$ cat src/rtl/trap_pkg.sv
`default_nettype none
// ============================================================================
// Module   : trap_pkg
// Purpose  : Shared privilege, interrupt-code, FSM and tvec constants.
// Revision : 1.0
// ============================================================================
package trap_pkg;

  // One-hot privilege encoding used across the status/trap datapath
  localparam logic [3:0] PRIV_M = 4'b1000;
  localparam logic [3:0] PRIV_S = 4'b0010;
  localparam logic [3:0] PRIV_U = 4'b0001;

  localparam int         IRQ_W   = 12;
  localparam logic [3:0] IRQ_SSI = 4'd1;
  localparam logic [3:0] IRQ_MSI = 4'd3;
  localparam logic [3:0] IRQ_STI = 4'd5;
  localparam logic [3:0] IRQ_MTI = 4'd7;
  localparam logic [3:0] IRQ_SEI = 4'd9;
  localparam logic [3:0] IRQ_MEI = 4'd11;

  localparam int         N_PRIO = 6;
  localparam logic [3:0] IRQ_PRIO [N_PRIO] = '{IRQ_MEI, IRQ_MSI, IRQ_MTI,
                                               IRQ_SEI, IRQ_SSI, IRQ_STI};

  typedef logic [1:0] state_t;
  localparam state_t ST_IDLE     = 2'd0;
  localparam state_t ST_FLUSH    = 2'd1;
  localparam state_t ST_REDIRECT = 2'd2;

  localparam logic [1:0] TVEC_MODE_DIRECT   = 2'b00;
  localparam logic [1:0] TVEC_MODE_VECTORED = 2'b01;

  typedef struct packed {
    logic       valid;
    logic [3:0] code;
  } irq_pick_t;

  // Walk the list lowest priority first so the highest-priority hit is the last write
  function automatic irq_pick_t irq_pick(input logic [IRQ_W-1:0] set);
    irq_pick_t r;
    r = '0;
    for (int i = N_PRIO - 1; i >= 0; i--) begin
      if (set[IRQ_PRIO[i]]) begin
        r.valid = 1'b1;
        r.code  = IRQ_PRIO[i];
      end
    end
    return r;
  endfunction

endpackage
`default_nettype wire

$ cat src/rtl/trap_irq_sel.sv
`default_nettype none
// ============================================================================
// Module   : trap_irq_sel
// Purpose  : Interrupt eligibility against privilege/enables/delegation plus
//            fixed-priority selection; M-level candidates beat S-level ones.
// Revision : 1.0
// ============================================================================
module trap_irq_sel
  import trap_pkg::*;
(
  input  logic [3:0]       priv,
  input  logic             mie,
  input  logic             sie,
  input  logic [IRQ_W-1:0] mip,
  input  logic [IRQ_W-1:0] mie_en,
  input  logic [IRQ_W-1:0] mideleg,
  output logic             irq_take,
  output logic [3:0]       irq_code,
  output logic             irq_to_s
);

  logic             m_enabled;
  logic             s_enabled;
  logic [IRQ_W-1:0] pend;
  logic [IRQ_W-1:0] m_set;
  logic [IRQ_W-1:0] s_set;
  irq_pick_t        m_pick;
  irq_pick_t        s_pick;

  always_comb begin
    pend      = mip & mie_en;
    m_enabled = (priv != PRIV_M) | mie;
    s_enabled = (priv == PRIV_U) | ((priv == PRIV_S) & sie);
    m_set     = pend & ~mideleg & {IRQ_W{m_enabled}};
    s_set     = pend &  mideleg & {IRQ_W{s_enabled}};
    m_pick    = irq_pick(m_set);
    s_pick    = irq_pick(s_set);
  end

  always_comb begin
    irq_take = 1'b0;
    irq_code = 4'd0;
    irq_to_s = 1'b0;
    if (m_pick.valid) begin
      irq_take = 1'b1;
      irq_code = m_pick.code;
    end else if (s_pick.valid) begin
      irq_take = 1'b1;
      irq_code = s_pick.code;
      irq_to_s = 1'b1;
    end
  end

endmodule
`default_nettype wire

$ cat src/rtl/trap_ctrl.sv
`default_nettype none
// ============================================================================
// Module   : trap_ctrl
// Purpose  : Trap entry controller: trap decision in WB, target-mode pulses,
//            cause/epc/tval latching and flush/redirect handshake.
// Revision : 1.0
// ============================================================================
module trap_ctrl
  import trap_pkg::*;
#(
  parameter int XLEN  = 64,
  parameter int EXC_W = 16
) (
  input  logic             clk,
  input  logic             rst,
  input  logic [3:0]       priv,
  input  logic             mie,
  input  logic             sie,
  input  logic [11:0]      mip,
  input  logic [11:0]      mie_en,
  input  logic [11:0]      mideleg,
  input  logic [EXC_W-1:0] medeleg,
  input  logic [XLEN-1:0]  mtvec,
  input  logic [XLEN-1:0]  stvec,
  input  logic             wb_valid,
  input  logic             wb_exc,
  input  logic [3:0]       wb_exc_code,
  input  logic [XLEN-1:0]  wb_pc,
  input  logic [XLEN-1:0]  wb_tval,
  input  logic             pipe_empty,
  input  logic             redirect_ready,
  output logic             trap_target_m,
  output logic             trap_target_s,
  output logic             trap_kill,
  output logic             pipe_flush,
  output logic             redirect_valid,
  output logic [XLEN-1:0]  redirect_pc,
  output logic [XLEN-1:0]  trap_cause,
  output logic [XLEN-1:0]  trap_epc,
  output logic [XLEN-1:0]  trap_tval,
  output logic             busy
);

  state_t            state_q, state_d;
  logic [XLEN-1:0]   cause_q, cause_d;
  logic [XLEN-1:0]   epc_q,   epc_d;
  logic [XLEN-1:0]   tval_q,  tval_d;
  logic [XLEN-1:0]   rpc_q,   rpc_d;

  logic              irq_take;
  logic [3:0]        irq_code;
  logic              irq_to_s;

  logic              trap_take;
  logic              trap_is_irq;
  logic              trap_to_s;
  logic [3:0]        trap_code;
  logic [XLEN-1:0]   tvec;
  logic [XLEN-1:0]   vec_base;
  logic [XLEN-1:0]   vec_pc;
  logic [15:0]       medeleg_ext;

  trap_irq_sel u_irq_sel (
    .priv     (priv),
    .mie      (mie),
    .sie      (sie),
    .mip      (mip),
    .mie_en   (mie_en),
    .mideleg  (mideleg),
    .irq_take (irq_take),
    .irq_code (irq_code),
    .irq_to_s (irq_to_s)
  );

  // Exception codes are 4 bits wide, so only the low 16 delegation bits matter
  generate
    if (EXC_W >= 16) begin : g_deleg_trunc
      assign medeleg_ext = medeleg[15:0];
    end else begin : g_deleg_pad
      assign medeleg_ext = {{(16 - EXC_W){1'b0}}, medeleg};
    end
  endgenerate

  // Trap decision: a WB exception always beats any pending interrupt
  always_comb begin
    trap_take   = 1'b0;
    trap_is_irq = 1'b0;
    trap_to_s   = 1'b0;
    trap_code   = 4'd0;
    if (!rst && (state_q == ST_IDLE) && wb_valid) begin
      if (wb_exc) begin
        trap_take = 1'b1;
        trap_code = wb_exc_code;
        trap_to_s = medeleg_ext[wb_exc_code] & (priv != PRIV_M);
      end else if (irq_take) begin
        trap_take   = 1'b1;
        trap_is_irq = 1'b1;
        trap_code   = irq_code;
        trap_to_s   = irq_to_s;
      end
    end
  end

  always_comb begin
    tvec     = trap_to_s ? stvec : mtvec;
    vec_base = {tvec[XLEN-1:2], 2'b00};
    vec_pc   = vec_base;
    if (trap_is_irq && (tvec[1:0] == TVEC_MODE_VECTORED)) begin
      vec_pc = vec_base + {{(XLEN-6){1'b0}}, trap_code, 2'b00};
    end
  end

  always_comb begin
    cause_d = cause_q;
    epc_d   = epc_q;
    tval_d  = tval_q;
    rpc_d   = rpc_q;
    if (trap_take) begin
      cause_d            = '0;
      cause_d[XLEN-1]    = trap_is_irq;
      cause_d[3:0]       = trap_code;
      epc_d              = wb_pc;
      tval_d             = trap_is_irq ? '0 : wb_tval;
      rpc_d              = vec_pc;
    end
  end

  always_ff @(posedge clk) begin
    if (rst) begin
      state_q <= ST_IDLE;
      cause_q <= '0;
      epc_q   <= '0;
      tval_q  <= '0;
      rpc_q   <= '0;
    end else begin
      state_q <= state_d;
      cause_q <= cause_d;
      epc_q   <= epc_d;
      tval_q  <= tval_d;
      rpc_q   <= rpc_d;
    end
  end

  always_comb begin
    state_d = state_q;
    case (state_q)
      ST_IDLE:     if (trap_take)      state_d = ST_FLUSH;
      ST_FLUSH:    if (pipe_empty)     state_d = ST_REDIRECT;
      ST_REDIRECT: if (redirect_ready) state_d = ST_IDLE;
      default:                         state_d = ST_IDLE;
    endcase
  end

  always_comb begin
    trap_kill      = trap_take;
    trap_target_m  = trap_take & ~trap_to_s;
    trap_target_s  = trap_take &  trap_to_s;
    pipe_flush     = (state_q == ST_FLUSH);
    redirect_valid = (state_q == ST_REDIRECT);
    busy           = (state_q != ST_IDLE);
    redirect_pc    = rpc_q;
    trap_cause     = cause_q;
    trap_epc       = epc_q;
    trap_tval      = tval_q;
  end

endmodule
`default_nettype wire

$ cat config.mk
export PLATFORM = sky130hd
export DESIGN_NAME = trap_ctrl
export DESIGN_NICKNAME = d
export VERILOG_FILES = /design/src/rtl/trap_pkg.sv /design/src/rtl/trap_irq_sel.sv /design/src/rtl/trap_ctrl.sv
export SDC_FILE = /design/constraint.sdc
export NUM_CORES = 1
export LEC_CHECK = 0
export ABC_AREA = 1
export CAP_MARGIN = 20
export CELL_PAD_IN_SITES_DETAIL_PLACEMENT = 0
export CELL_PAD_IN_SITES_GLOBAL_PLACEMENT = 2
export CORE_UTILIZATION = 21
export DETAILED_ROUTE_END_ITERATION = 8
export GPL_TIMING_DRIVEN = 0
export PLACE_DENSITY_LB_ADDON = 0.1
export SYNTH_ARGS = -nofsm -noshare
export SYNTH_HDL_FRONTEND = slang
export SYNTH_SLANG_ARGS = --single-unit
$ cat constraint.sdc
create_clock -name clk -period 13.6 [get_ports clk]
set_input_delay 3.4 -clock clk [delete_from_list [all_inputs] [get_ports clk]]
set_output_delay 3.4 -clock clk [all_outputs]
set_load 0.02 [all_outputs]
Yosys cells after proc, flatten, opt, wreduce, memory -nomap -nowiden
Index checks and enable logic that the tools add are counted.

Bits of input ports: 324. Flip-flop bits (word level): 199. Bits in read-only memories: 0. Output and inout bits: 262. Bits in writable memories: 0. Bits in latches: 0. Memories: 0.

Div/mod/pow operators: 0. Muxes and demuxes: 37. Reductions and logical operators: 7. Order comparisons: 1. Multiply operators: 0. Shifts and indexed selects: 0. Equal/unequal tests: 9. Bitwise operators: 13. Add/sub/neg operators: 1.

Operators with widths (count): 64-bit 2-to-1 mux (3); 64-bit by 6-bit adder with 64-bit output (1); 12-bit bitwise AND (5); 5-bit 2-to-1 mux (12); 4-bit 2-to-1 mux (5); 1-bit 2-to-1 mux (12); 12-bit NOT (1); 2-bit 2-to-1 mux (3); 2-bit inequality test, second input constant (3); 2-bit case mux with 3 select lines (1); 4-bit by 5-bit < comparator with 1-bit output, second input constant (1); 1-bit bitwise AND (4); 1-bit binary-select mux with 4-bit select (1); 2-bit by 1-bit == test with 1-bit output, second input constant (2); 4-bit by 1-bit == test with 1-bit output, second input constant (1); 4-bit by 2-bit == test with 1-bit output, second input constant (1); 4-bit inequality test, second input constant (1); 1-bit logical AND (3); 3-bit AND reduction (1); 2-bit == test, second input constant (1); 2-bit zero test (1); 1-bit bitwise OR (2); 2-bit nonzero test (1); 1-bit zero test (1); 1-bit NOT (1).

Longest topological paths before layout
Word-level depth: 19. Gate-level depth with buffers: 32.

Modules after synthesis
Synthesis repeated with hierarchy kept, for this count alone.

Cells, all modules: 1759. Area, all modules: 11285.8 µm².

By module, submodules not included: trap_ctrl (cells each 1687, area an instance 10909.2 µm², instances 1); trap_irq_sel (cells each 72, area an instance 376.6 µm², instances 1).

Worst setup path before layout
No wires, ideal clock.

Path type: input -> output. From: input port priv[1]. To: output port trap_target_m. Arrival: 5.172 ns. Buffers on the path: 3. Required time: 10.200 ns. Stages: 13. Path slack: 5.028 ns. Cell sequence: nor2_2 > nand3_2 > o21ai_1 > nand2_1 > nor2_2 > nand4_1 > inv_1 > nand2_1 > nand2_1 > clkbuf_1 > clkbuf_1 > clkbuf_1 > nor2_1.

Longest elaborated chain between the ends: 17. Elaborated cells between the ends (all ways): 32.

RTL lines: start: declaration (RTL line trap_ctrl.sv:16) `input logic [3:0] priv,`; 4-bit by 2-bit == test with 1-bit output (RTL line trap_irq_sel.sv:33) `s_enabled = (priv == PRIV_U) | ((priv == PRIV_S) & sie);`; 1-bit bitwise AND (RTL line trap_irq_sel.sv:33); 1-bit bitwise OR (RTL line trap_irq_sel.sv:33); 12-bit bitwise AND (RTL line trap_irq_sel.sv:35) `s_set = pend & mideleg & {IRQ_W{s_enabled}};`; 5-bit 2-to-1 mux (6 in a row) (RTL line trap_pkg.sv:44) `if (set[IRQ_PRIO[i]]) begin`; 1-bit 2-to-1 mux (RTL line trap_irq_sel.sv:47) `end else if (s_pick.valid) begin`; 1-bit 2-to-1 mux (RTL line trap_irq_sel.sv:44) `if (m_pick.valid) begin`; 1-bit 2-to-1 mux (RTL line trap_ctrl.sv:95) `end else if (irq_take) begin`; 1-bit 2-to-1 mux (RTL line trap_ctrl.sv:91) `if (wb_exc) begin`; 1-bit 2-to-1 mux (RTL line trap_ctrl.sv:90) `if (!rst && (state_q == ST_IDLE) && wb_valid) begin`; 1-bit NOT (RTL line trap_ctrl.sv:156) `trap_target_m = trap_take & ~trap_to_s;`; 1-bit bitwise AND * (RTL line trap_ctrl.sv:156); end: declaration (RTL line trap_ctrl.sv:32) `output logic trap_target_m,`.

Mark *: on every way between the ends. The rest lies on a longest branch, timed or not.

Worst setup path after layout
Same ends and word-level chain as after synthesis.

==> results.py <==
metrics = {
    "clock_tree": {
        "clk_pin_slew_ps": 90,
        "ctsHtreeMaxLevel": 4,
        "insertion_delay_ps": 490,
        "cts_resized": 0,
        "clock-sinks": 197,
        "cts_root_buf": "clkbuf_16",
        "numCtsBuffers": 17,
        "cts_tree": "built",
        "hold_buffers": 0,
        "cts_setup_buffers": 0,
        "cts_buffer_depth": 2,
    },
    "die": {
        "core_um2": 51600,
        "die_width_um": 231,
        "die_h_um": 231,
        "io_pins": 586,
        "dieArea_um2": 53500,
        "initial_core_util_pct": 21.4,
        "rows": 83,
    },
    "pwr": {
        "powerDensity_nw_per_um2": 97.1,
        "totalPowerFinal_uw": 1730,
        "ir_worst_vdd_mv": 0.0927,
        "leakage_uw": 0.00769,
    },
    "synthesis": {
        "synth.avg_cell_area_um2": 6.52,
        "syn_area_um2": 11100,
        "yosysWarnings": 0,
        "netlist.top_cell.by_area": "dfxtp_1",
        "synth.area.top_cells": "dfxtp_1 36%, nand2_1 17%, nand3_1 8.7%",
        "synth_edf_count": 0,
        "synth_async_sr_flop_share_pct": 0,
        "seq_area_frac_synth_pct": 35.7,
        "synth-seq-cells": 197,
        "synthCells": 1694,
        "yosysUniqueCellTypes": 45,
        "synth_top_flop_cell": "dfxtp_1",
        "synth_top_area_share_pct": 35.7,
    },
    "timing": {
        "whs_ps": 464,
        "worst_pin_slew_ps": 962,
        "setup_viol": 0,
        "fin_crit_ps": 10660,
        "hold_violations": 0,
        "tns_ps": 0,
        "slew_violations": 0,
        "slew_headroom_pct": 35.9,
        "period_share_pct": 78.4,
        "rsz0062_at_grt": "no",
        "max_freq_ghz": 0.0938,
        "fin_skew_ps": 9.51,
    },
    "final_layout": {
        "fillCellCount": 5686,
        "fin_cells": 2974,
        "design_area_um2": 17800,
        "final_common_cell": "clkdlybuf4s50_1",
        "regArea_um2": 3940,
        "multi_input_area_um2": 5900,
        "area_growth_pct": 61.5,
        "nNetsFinal": 2607,
        "drive_gt1_share_pct": 7.90,
        "layout_common_cells": "505 x clkdlybuf4s50_1, 490 x nand2_1, 197 x dfxtp_1",
    },
    "min_path": {
        "whs_endpoint": "trap_tval[33]",
        "hold_depth": 2,
        "hold_start": "trap_tval[33]",
        "hp-class": "flop to flop",
    },
    "global_route": {
        "antenna_found_initial": 4,
        "grt_pass1_vias": 12300,
        "grt_pass1_wl_um": 81700,
        "grt-ovfl-total": 0,
        "grt_max_degree": 21,
        "grt.total_usage_pct": 20.9,
    },
    "drt": {
        "wirelength_um": 56900,
        "dr.pass1.iters": 7,
        "detail-route-antenna-nets": 0,
        "via_count": 12700,
        "post_drt_wl_per_cell_um": 19.1,
        "drc_errors": 0,
        "drtIter0Drc": 510,
        "viasPerCell": 4.28,
    },
    "placed_design": {
        "hpwlAfterDp_um": 47000,
        "dp.cells": 2939,
        "dpl_cell_area_um2": 17200,
        "routabilityCongestion": 0.839,
        "port_buffers": 505,
    },
    "critical_path": {
        "rrSetupSlack_ps": 8660,
        "r2r-start": "state_q[1]",
        "reg2regPathDepth": 20,
        "setup.worst_path.end_class": "primary output",
        "start_kind": "primary input",
        "arrival_ps": 7260,
        "worst_ep_required_time_ps": 10200,
        "crit_fanout": 10,
        "path_class": "primary input to primary output",
        "r2r_end": "redirect_pc[38]",
    },
    "run": {
        "max_cap_violations": 0,
    },
    "status": {
        "status": "completed",
    },
}
[how the worst max path moves through the flow]
stage	start	to	slack (ps)	depth (start not counted)
3_3_place_gp	priv[3]	trap_target_m	2830	16
4_1_cts	priv[3]	trap_target_m	2840	16
5_1_grt	priv[3]	trap_target_m	2520	16
3_5_place_dp	priv[1]	trap_target_m	2870	15
6_report	priv[1]	trap_target_m	2940	15
2_1_floorplan	priv[1]	trap_target_m	5030	13
[critical path, stage by stage]
cell             delay (ps)
clkdlybuf4s50_1         460
nor2_2                  170
nand3_2                 140
o21ai_1                 130
nand2_1                 110
nor2_2                  130
nand4_1                 100
inv_1                    90
nand2_1                  50
nand2_1                 100
clkbuf_1                490
clkbuf_1                620
clkbuf_1                530
nor2_1                  100
clkdlybuf4s50_1         620
[power breakdown]
| group | total (uW) | internal [uW] | switching [uW] |
|---|---|---|---|
| Sequential | 652 | 626 | 26.2 |
| Combinational | 504 | 229 | 275 |
| Clock | 577 | 302 | 275 |
| Total | 1730 | 1160 | 577 |
[area by class of cell]
cell class                      count  area share (%)
Multi-Input combinational cell   1253            33.0
Timing Repair Buffer              505            28.3
Sequential cell                   197            22.1
Buffer                            150            4.80
Tap cell                          680            4.77
Inverter                          154            3.24
Clock buffer                       17            2.38
Clock inverter                     15            1.30
Antenna cell                        3          0.0421
[synthesized netlist by cell type, types with 2 or more instances]
cell type  count
dfxtp_1      197
nor2_4         5
buf_1          5
o21bai_1       2
a31oi_1        3
o21ai_0       42
nand4_1       11
buf_2         10
nor2_1       127
clkbuf_1      66
inv_2          9
nand3_1      191
buf_4         63
a31o_2         2
or2_2          4
o21ai_1       17
o21ai_2       10
o211ai_1       2
nand3_2        5
ha_1           4
clkinv_1       2
nand2_2        5
a21oi_1      172
nor3_1         9
nor3_2         3
xor2_1        31
xnor2_1       11
nand4_2        2
nor2_2        22
inv_1        143
nand3b_1      10
buf_6          6
nand2_1      490
a21oi_4        2
[flip-flops by register name, indices dropped and copies added (netlist names)]
signal	cells
trap_cause	5
state_q	2
redirect_pc	62
trap_tval	64
trap_epc	64
[kinds of logic (layout without fill, tap and decap cells)]
logic type / count (synthesis) / in the layout / share of synthesized area (%)
and+or+nand+nor: 889 / 889 / 34.9
buffers and inverters: 304 / 841 / 13.0
AOI/OAI and AO/OA: 256 / 256 / 12.5
DFF: 197 / 197 / 35.7
xor gates and xnor gates: 42 / 42 / 3.33
adders and majority gates: 5 / 5 / 0.634
other: 1 / 64 / 0.0339
[stage by stage]
step | util [%] | worst slack (ps)
2_1_floorplan | - | 5030
3_3_place_gp | 33.3 | 2830
3_5_place_dp | 33.3 | 2870
4_1_cts | 34.6 | 2840
5_1_grt | 34.6 | 2520
6_report | 34.6 | 2940
[routing by layer]
metal / vias to the layer above / share of wire, % / global-route usage, %
li1: 6476 / - / -
met4: 2 / 2.0 / 6.19
met3: 53 / 6.4 / 5.49
met2: 334 / 50 / 36.9
met5: - / 0.023 / 0
met1: 5860 / 41 / 24.5
(Power assumes the default switching activity.)
